==> src/rtl/tart_fake_signal.sv <==
// Synthetic antenna source: LFSR sample word every RATIO clocks with +/-SHAKE deterministic jitter.
// All outputs registered; enable low holds the word and restarts the start-up offset.
module tart_fake_signal #(
  parameter int          WIDTH = 24,
  parameter int          RATIO = 12,
  parameter int          SHAKE = 2,
  parameter logic [31:0] SEED  = 32'h00000001,
  parameter int          DELAY = 3
) (
  input  logic             clock,
  input  logic             reset_n,
  input  logic             enable,
  output logic             locked,
  output logic             strobe,
  output logic [WIDTH-1:0] signal
);

  localparam logic [31:0] TAPS      = 32'h80200003;
  localparam int          CW        = (RATIO + SHAKE > 1) ? $clog2(RATIO + SHAKE) : 1;
  localparam logic [CW-1:0] CNT_START = CW'(RATIO + SHAKE - 1);
  localparam logic [31:0] JIT_MOD   = 32'(2 * SHAKE + 1);
  // Reload base folds the -SHAKE offset and the -1 of a down-counter into one constant.
  localparam logic [31:0] JIT_BASE  = 32'(RATIO - SHAKE - 1);

  if (WIDTH < 1 || WIDTH > 32) begin : g_bad_width
    $error("tart_fake_signal: WIDTH must be within 1..32");
  end
  if (SHAKE < 0 || 2 * SHAKE >= RATIO) begin : g_bad_shake
    $error("tart_fake_signal: need 0 <= 2*SHAKE < RATIO");
  end
  if (SEED == 32'd0) begin : g_bad_seed
    $error("tart_fake_signal: SEED must be nonzero");
  end
  if (DELAY < 0) begin : g_bad_delay
    $error("tart_fake_signal: DELAY must be non-negative");
  end

  logic [31:0]   lfsr;
  logic [31:0]   lfsr_adv;
  logic [31:0]   jit_mod;
  logic [CW-1:0] cnt;

  always_comb begin
    lfsr_adv = lfsr[0] ? ((lfsr >> 1) ^ TAPS) : (lfsr >> 1);
    // Jitter is drawn from the post-advance state so each period depends on the word just emitted.
    jit_mod  = {24'd0, lfsr_adv[31:24]} % JIT_MOD;
  end

  always_ff @(posedge clock) begin
    if (!reset_n) begin
      lfsr   <= SEED;
      cnt    <= CNT_START;
      locked <= 1'b0;
      strobe <= 1'b0;
      signal <= '0;
    end else if (!enable) begin
      cnt    <= CNT_START;
      locked <= 1'b0;
      strobe <= 1'b0;
    end else if (cnt != '0) begin
      cnt    <= cnt - CW'(1);
      strobe <= 1'b0;
    end else begin
      signal <= lfsr[WIDTH-1:0];
      lfsr   <= lfsr_adv;
      strobe <= 1'b1;
      locked <= 1'b1;
      cnt    <= CW'(JIT_BASE + jit_mod);
    end
  end

endmodule

==> config.mk <==
export PLATFORM = sky130hd
export DESIGN_NAME = tart_fake_signal
export DESIGN_NICKNAME = d
export VERILOG_FILES = /design/src/rtl/tart_fake_signal.sv
export SDC_FILE = /design/constraint.sdc
export NUM_CORES = 1
export LEC_CHECK = 0
export ABC_AREA = 1
export BUFFER_PORTS_ARGS = -buffer_cell sky130_fd_sc_hd__buf_4
export CAP_MARGIN = 15
export CELL_PAD_IN_SITES_DETAIL_PLACEMENT = 1
export CELL_PAD_IN_SITES_GLOBAL_PLACEMENT = 2
export CORE_MARGIN = 2
export CORE_UTILIZATION = 29
export DETAILED_ROUTE_END_ITERATION = 12
export PLACE_DENSITY = 0.73
export SYNTH_ARGS = -nofsm -noshare
export SYNTH_HDL_FRONTEND = slang
export SYNTH_SLANG_ARGS = --single-unit
export TNS_END_PERCENT = 50
==> constraint.sdc <==
create_clock -name clock -period 4.13 [get_ports clock]
set_clock_uncertainty 0.05 [all_clocks]
set_input_delay 0.826 -clock clock [delete_from_list [all_inputs] [get_ports clock]]
set_output_delay 0.826 -clock clock [all_outputs]
set_load 0.03 [all_outputs]
==> results of run 1 <==
how the worst min path moves through the flow:
stage                                     start                    end  slack (ns)  depth (start not counted)
final                     lfsr[23]$_SDFFE_PN0P_  lfsr[23]$_SDFFE_PN0P_        0.42                          2
after global routing      lfsr[24]$_SDFFE_PN0P_  lfsr[23]$_SDFFE_PN0P_        0.45                          2
after CTS                 lfsr[24]$_SDFFE_PN0P_  lfsr[23]$_SDFFE_PN0P_        0.43                          2
after detailed placement  lfsr[24]$_SDFFE_PN0P_  lfsr[23]$_SDFFE_PN0P_        0.41                          2
after global placement    lfsr[23]$_SDFFE_PN0P_  lfsr[23]$_SDFFE_PN0P_        0.41                          2
after floorplan           lfsr[24]$_SDFFE_PN0P_  lfsr[23]$_SDFFE_PN0P_        0.39                          2
power by group:
group | internal, mW | switching (mW) | leakage, nW
Combinational | 0.00586 | 0.0123 | 1.27
Sequential | 0.395 | 0.000336 | 0.332
Clock | 0.122 | 0.151 | 0.0447
Total | 0.523 | 0.164 | 1.64
synth_stat cells:
cell type and n:
a211oi_1 1, a21oi_1 37, a21oi_2 1, a21oi_4 1
a31oi_1 4, buf_4 21, buf_6 2, clkbuf_1 9
dfxtp_1 41, ha_1 7, inv_1 41, inv_2 7
nand2_1 121, nand2_2 19, nand2_4 1, nand3_1 35
nand3_2 6, nand3b_1 1, nand3b_4 1, nand4_1 5
nand4_2 1, nor2_1 9, nor2_2 7, nor2_4 3
nor3_1 1, o211ai_1 1, o21ai_0 15, o21ai_1 2
o21ai_2 1, or2_1 2, xnor2_1 1, xor2_1 4
xor2_2 1
kinds of logic after synthesis:
kind of cell | Yosys count
adder cells (fa/ha/maj) | 7
AO/OA/AOI/OAI | 63
flip-flops | 41
AND/OR/NAND/NOR | 212
XOR/XNOR | 6
buffers and inverters | 80
layout make-up:
type / instances / area, sq um / area share
sequential: 41 / 827.0 / 0.2273
tap: 111 / 138.9 / 0.03817
clock buffer: 5 / 68.82 / 0.01891
inverter: 48 / 182.7 / 0.05021
clock inverter: 3 / 25.02 / 0.006878
timing repair buffer: 82 / 623.1 / 0.1713
multi-input combinational: 288 / 1773 / 0.4873
repair_timing:
action / CTS / global route
gates resized for setup: 10 / 47
hold buffers: 0 / 0
endpoints found under the hold margin: 0 / 0
setup buffers: 5 / 13
pin swaps: 7 / 52
setup endpoints to repair: 3 / 4
through the flow:
step                      hold WS (ns)  setup slack (ns)  instances
final                           0.4240          -0.01816        578
after floorplan                 0.3878          0.002163        409
after global placement          0.4054          -0.02828        552
after CTS                       0.4306          0.001668        565
after detailed placement        0.4123           -0.1199        552
after global routing            0.4540           -0.3408        578
state kept, by name, indices dropped and copies added, names as in the netlist:
name    cells
cnt         4
lfsr       12
locked      1
signal     23
strobe      1
routing by layer:
| layer | up-vias | global-route usage | share of wire | wire, um |
|---|---|---|---|---|
| met1 | 1255 | 0.1790 | 0.46 | 3250 |
| met4 | 0 | 0.03119 | 0.0037 | 26 |
| met5 | - | 0 | 0 | 0 |
| met2 | 22 | 0.2538 | 0.51 | 3607 |
| li1 | 1399 | - | - | - |
| met3 | 2 | 0.02635 | 0.024 | 166 |
critical path, delay by kind of cell (launching register included):
family | cells | cell delay [ns]
buffers and inverters | 6 | 0.38
xor gates and xnor gates | 1 | 0.23
adders and majority gates | 4 | 0.80
and+or+nand+nor | 22 | 1.81
AOI/OAI and AO/OA | 4 | 0.44
DFF | 1 | 0.34
==> metrics.txt, run 1 <==
via count=roughly 2,700; Max FO, Critical Path=5; Die Area=around 0.010 sq mm; # Max-Cap Violations=0; slowest cell on the critical path=dfxtp_2; simple-gate area share of the yosys netlist=0.3740; CORE AREA=0.009196 sq mm; nature of the critical path endpoint=flop; leakage power=1.642 nW; Initial Utilization=0.2965; crit-path max cell delay=0.34 ns; first-pass GRT wire length=around 12,000 um; CTS clock-pin slew for the worst setup and hold paths=0.09 ns; status=finished, violations left; final core occ=0.3956; CTS tree=done; power density over the cells=188.8 mW/mm^2; htree depth=2; Max Transition Viols Final=0; post-DP HPWL=5213 um; number of remaining DRC errors=0; clock root buffer=clkbuf_8; syn_nets=419; relative slew slack=0.4908; WL/cell=about 12 um; Power Total=0.6869 mW; RSZ-0062 raised after global routing=true; reg2reg setup slack=-0.02 ns; final number of setup-violating endpoints=1; Diodes inserted=0; crit path time final=4.148 ns; final instance area=0.003638 sq mm; fillers=roughly 1,200; Hold Violations, Final=0; Setup crit end=cnt[1]$_SDFF_PN0_; mux share of post-synthesis cell area=0; Crit Path Class=flop to flop; die height=101.0 um; Mapped Cells=409; Synth-to-Final Area Change=33.46%; Avg Inst Size Synth=6.666 sq um; CP dominant cell by count=nand2_4; Post-Synth XOR/XNOR Area=0.02203; main combinational cell family by area after synthesis=simple AND/OR/NAND/NOR gates; First-pass DRT Iterations=4; Synth Area in Compound Gates=0.1262; pin count of the biggest net entering global routing=between 40 and 50; #FFs+latches synth=41; clk sink count=between 40 and 50; fin nets=476; final wirelength=7051 um; Die W=101.0 um; Worst Setup SP=signal[0]$_SDFFE_PN0P_; antenna violation net count after detailed routing=0; Worst R2R End=cnt[1]$_SDFF_PN0_; CTS buffer count=5; crit share post-route=1.004; Post-Synth Adder-Cell Area=0.03212; Port Buffers=28; row count=35; crit path DAT=4.28 ns; post-synthesis sequential area ratio=0.3011; CTS max path bufs=2; Data required, critical path=between 4 and 5 ns; I/O pin total=29; vias in the first global route=2,700; Crit Reg-Reg Startpoint=signal[0]$_SDFFE_PN0P_; Yosys warnings=0; Worst IR Drop VDD=0.0001552 V; Setup WS post-layout=-0.01816 ns; placer congestion estimate=around 0.8; failing checks=negative setup slack; Area contributors post-synth=dfxtp_1 30%, nand2_1 17%, a21oi_1 6.8%; most frequent cells in the layout=107 x nand2_1, 80 x buf_4, 38 x dfxtp_1; via density per instance=approximately 4.6; Synth area leader=dfxtp_1; gr usage total=0.1427; Starting DRT DRC Count=just under 70; clk_lat worst skew=0.30 ns; initial antenna violation count=0; layout cell share with drive strength beyond 1=0.3854; Worst setup SP type=flop; dpl cell area=0.003183 sq mm; Post-Route Setup TNS=-0.01816 ns; most common cell after layout, fill and taps aside=nand2_1; FF-to-FF path depth=37; Post-Syn Area=0.002726 sq mm; total gr overflow=0; Worst-Margin Slew=between 0.7 and 0.8 ns; Cell variety after synth=33; Fmax=0.2411 GHz; Hold Crit Class=flop to flop; post-synth top area share=0.3011
(Power assumes the default switching activity.)
==> inputs of run 2 (changes only) <==
Settings changed: CORE_UTILIZATION 29 to 35, PLACE_DENSITY 0.73 to 0.83.
Clock period 4.13 ns to 4.95 ns, I/O delays scaled along.
==> metrics.txt, run 2 (synthesis results as in run 1) <==
Starting DRT DRC Count=47 (was 69); Hold Crit Class=flop to flop (unchanged); Place WS=0.01323 ns (was -0.1199 ns); htree depth=2 (unchanged); CORE AREA=0.007647 sq mm (was 0.009196 sq mm); final core occ=0.4038 (was 0.3956); CTS tree=done (unchanged); row count=32 (was 35); Max Transition Viols Final=0 (unchanged); antenna violation net count after detailed routing=0 (unchanged); number of remaining DRC errors=0 (unchanged); dpl cell area=0.002873 sq mm (was 0.003183 sq mm); Port Buffers=28 (unchanged); Hold Violations, Final=0 (unchanged); Data required, critical path=5.07 ns (was 4.26 ns); relative slew slack=0.4874 (was 0.4908); Worst setup SP type=flop (unchanged); Worst IR Drop VDD=0.0001538 V (was 0.0001552 V); Top Registers=signal (23), lfsr (12), cnt (4) (unchanged); clk_lat worst skew=0.28 ns (was 0.30 ns); Setup WS post-layout=0.4398 ns (was -0.01816 ns); total gr overflow=0 (unchanged); most common cell after layout, fill and taps aside=nand2_1 (unchanged); gr usage total=0.1625 (was 0.1427); vias in the first global route=2,522 (was 2,700); clk sink count=41 (unchanged); first-pass GRT wire length=11,630 um (was 12,030 um); die height=92.26 um (was 101.0 um); CTS buffer count=5 (unchanged); final number of setup-violating endpoints=0 (was 1); Diodes inserted=0 (unchanged); I/O pin total=29 (unchanged); fin nets=432 (was 476); leakage power=1.390 nW (was 1.642 nW); Die Area=0.008512 sq mm (was 0.01019 sq mm); Fmax=0.2217 GHz (was 0.2411 GHz); First-pass DRT Iterations=4 (unchanged); status=completed (was finished, violations left); crit share post-route=0.9112 (was 1.004); power density over the cells=177.8 mW/mm^2 (was 188.8 mW/mm^2); crit path buf inv count=5 (was 6); via density per instance=4.737 (was 4.633); initial antenna violation count=0 (unchanged); max FFs per register=23 (unchanged); Crit path max-delay family=simple AND/OR/NAND/NOR gates (unchanged); most frequent cells in the layout=119 x nand2_1, 41 x inv_1, 40 x dfxtp_1 (was 107 x nand2_1, 80 x buf_4, 38 x dfxtp_1); WL/cell=12.18 um (was 12.20 um); crit path time final=4.510 ns (was 4.148 ns); Worst-Margin Slew=0.7681 ns (was 0.7630 ns); # Max-Cap Violations=0 (unchanged); via count=2,487 (was 2,678); Initial Utilization=0.3565 (was 0.2965); Synth-to-Final Area Change=13.26% (was 33.46%); Min Hold Slack=0.4118 ns (was 0.4240 ns); clock root buffer=clkbuf_8 (unchanged); Die W=92.26 um (was 101.0 um); post-DP HPWL=4793 um (was 5213 um); Max FO, Critical Path=8 (was 5); CP dominant cell by count=nand2_1 (was nand2_4); pin count of the biggest net entering global routing=43 (unchanged); Largest Register=signal (unchanged); layout cell share with drive strength beyond 1=0.2364 (was 0.3854); CTS max path bufs=2 (unchanged); slowest cell on the critical path=dfxtp_4 (was dfxtp_2); final wirelength=6396 um (was 7051 um); crit-path max cell delay=0.36 ns (was 0.34 ns); Crit Path Class=flop to flop (unchanged); nature of the critical path endpoint=flop (unchanged); CTS clock-pin slew for the worst setup and hold paths=0.07 ns (was 0.09 ns); crit path DAT=4.63 ns (was 4.28 ns); placer congestion estimate=0.7624 (was 0.7829); final instance area=0.003088 sq mm (was 0.003638 sq mm)
[run 2: what timing repair did]
item / 4_1_cts / 5_1_grt
buffers inserted: 1 / 6
resized for setup: 1 / 15
hold buffers: 0 / 0
endpoints found under the setup margin: 1 / 4
pin swaps: 1 / 6
[run 2: final cells by class]
class,instances,area (sq um)
clock buffer,8,80.08
fill,1018,4559
inverter,48,180.2
multi-input combinational,288,1590
sequential,41,824.5
tap,102,127.6
timing repair buffer,38,285.3
[run 2: path summary, 6_finish.rpt]
check,startpoint,to,slack [ns],depth (start not counted)
setup / recovery,lfsr[30]$_SDFFE_PN0P_,cnt[1]$_SDFF_PN0_,0.44,37
setup reg to reg,lfsr[30]$_SDFFE_PN0P_,cnt[1]$_SDFF_PN0_,0.44,37
hold / removal,lfsr[24]$_SDFFE_PN0P_,lfsr[23]$_SDFFE_PN0P_,0.41,2
hold reg to reg,lfsr[24]$_SDFFE_PN0P_,lfsr[23]$_SDFFE_PN0P_,0.41,2
[run 2: where the power goes]
group | leakage [nW] | internal (mW) | switching [mW] | total, mW
clock | 0.0395 | 0.100 | 0.104 | 0.204
combinational | 1.02 | 0.00440 | 0.0103 | 0.0147
sequential | 0.331 | 0.330 | 0.000294 | 0.330
[run 2: stage by stage]
step / total power [mW] / setup TNS (ns) / std cells
6_report: 0.5489 / 0 / 525
5_1_grt: 0.5777 / -0.04991 / 525
4_1_cts: 0.5604 / 0 / 519
3_5_place_dp: 0.3531 / 0 / 510
3_3_place_gp: 0.3531 / 0 / 510
2_1_floorplan: 0.3487 / 0 / 409
[run 2: per-layer routing]
| metal | wire length (um) | vias to the layer above | global-route usage |
|---|---|---|---|
| met5 | 0 | - | 0 |
| met4 | 31 | 0 | 0.03358 |
| met3 | 128 | 2 | 0.02301 |
| met2 | 3051 | 20 | 0.2794 |
| met1 | 3184 | 1154 | 0.2170 |
| li1 | - | 1311 | - |
[run 2: worst min-delay path, cell delays in order, from the launching register on]
cell and delay (ns):
dfxtp_1 0.31, nand2_1 0.06, a21oi_1 0.05
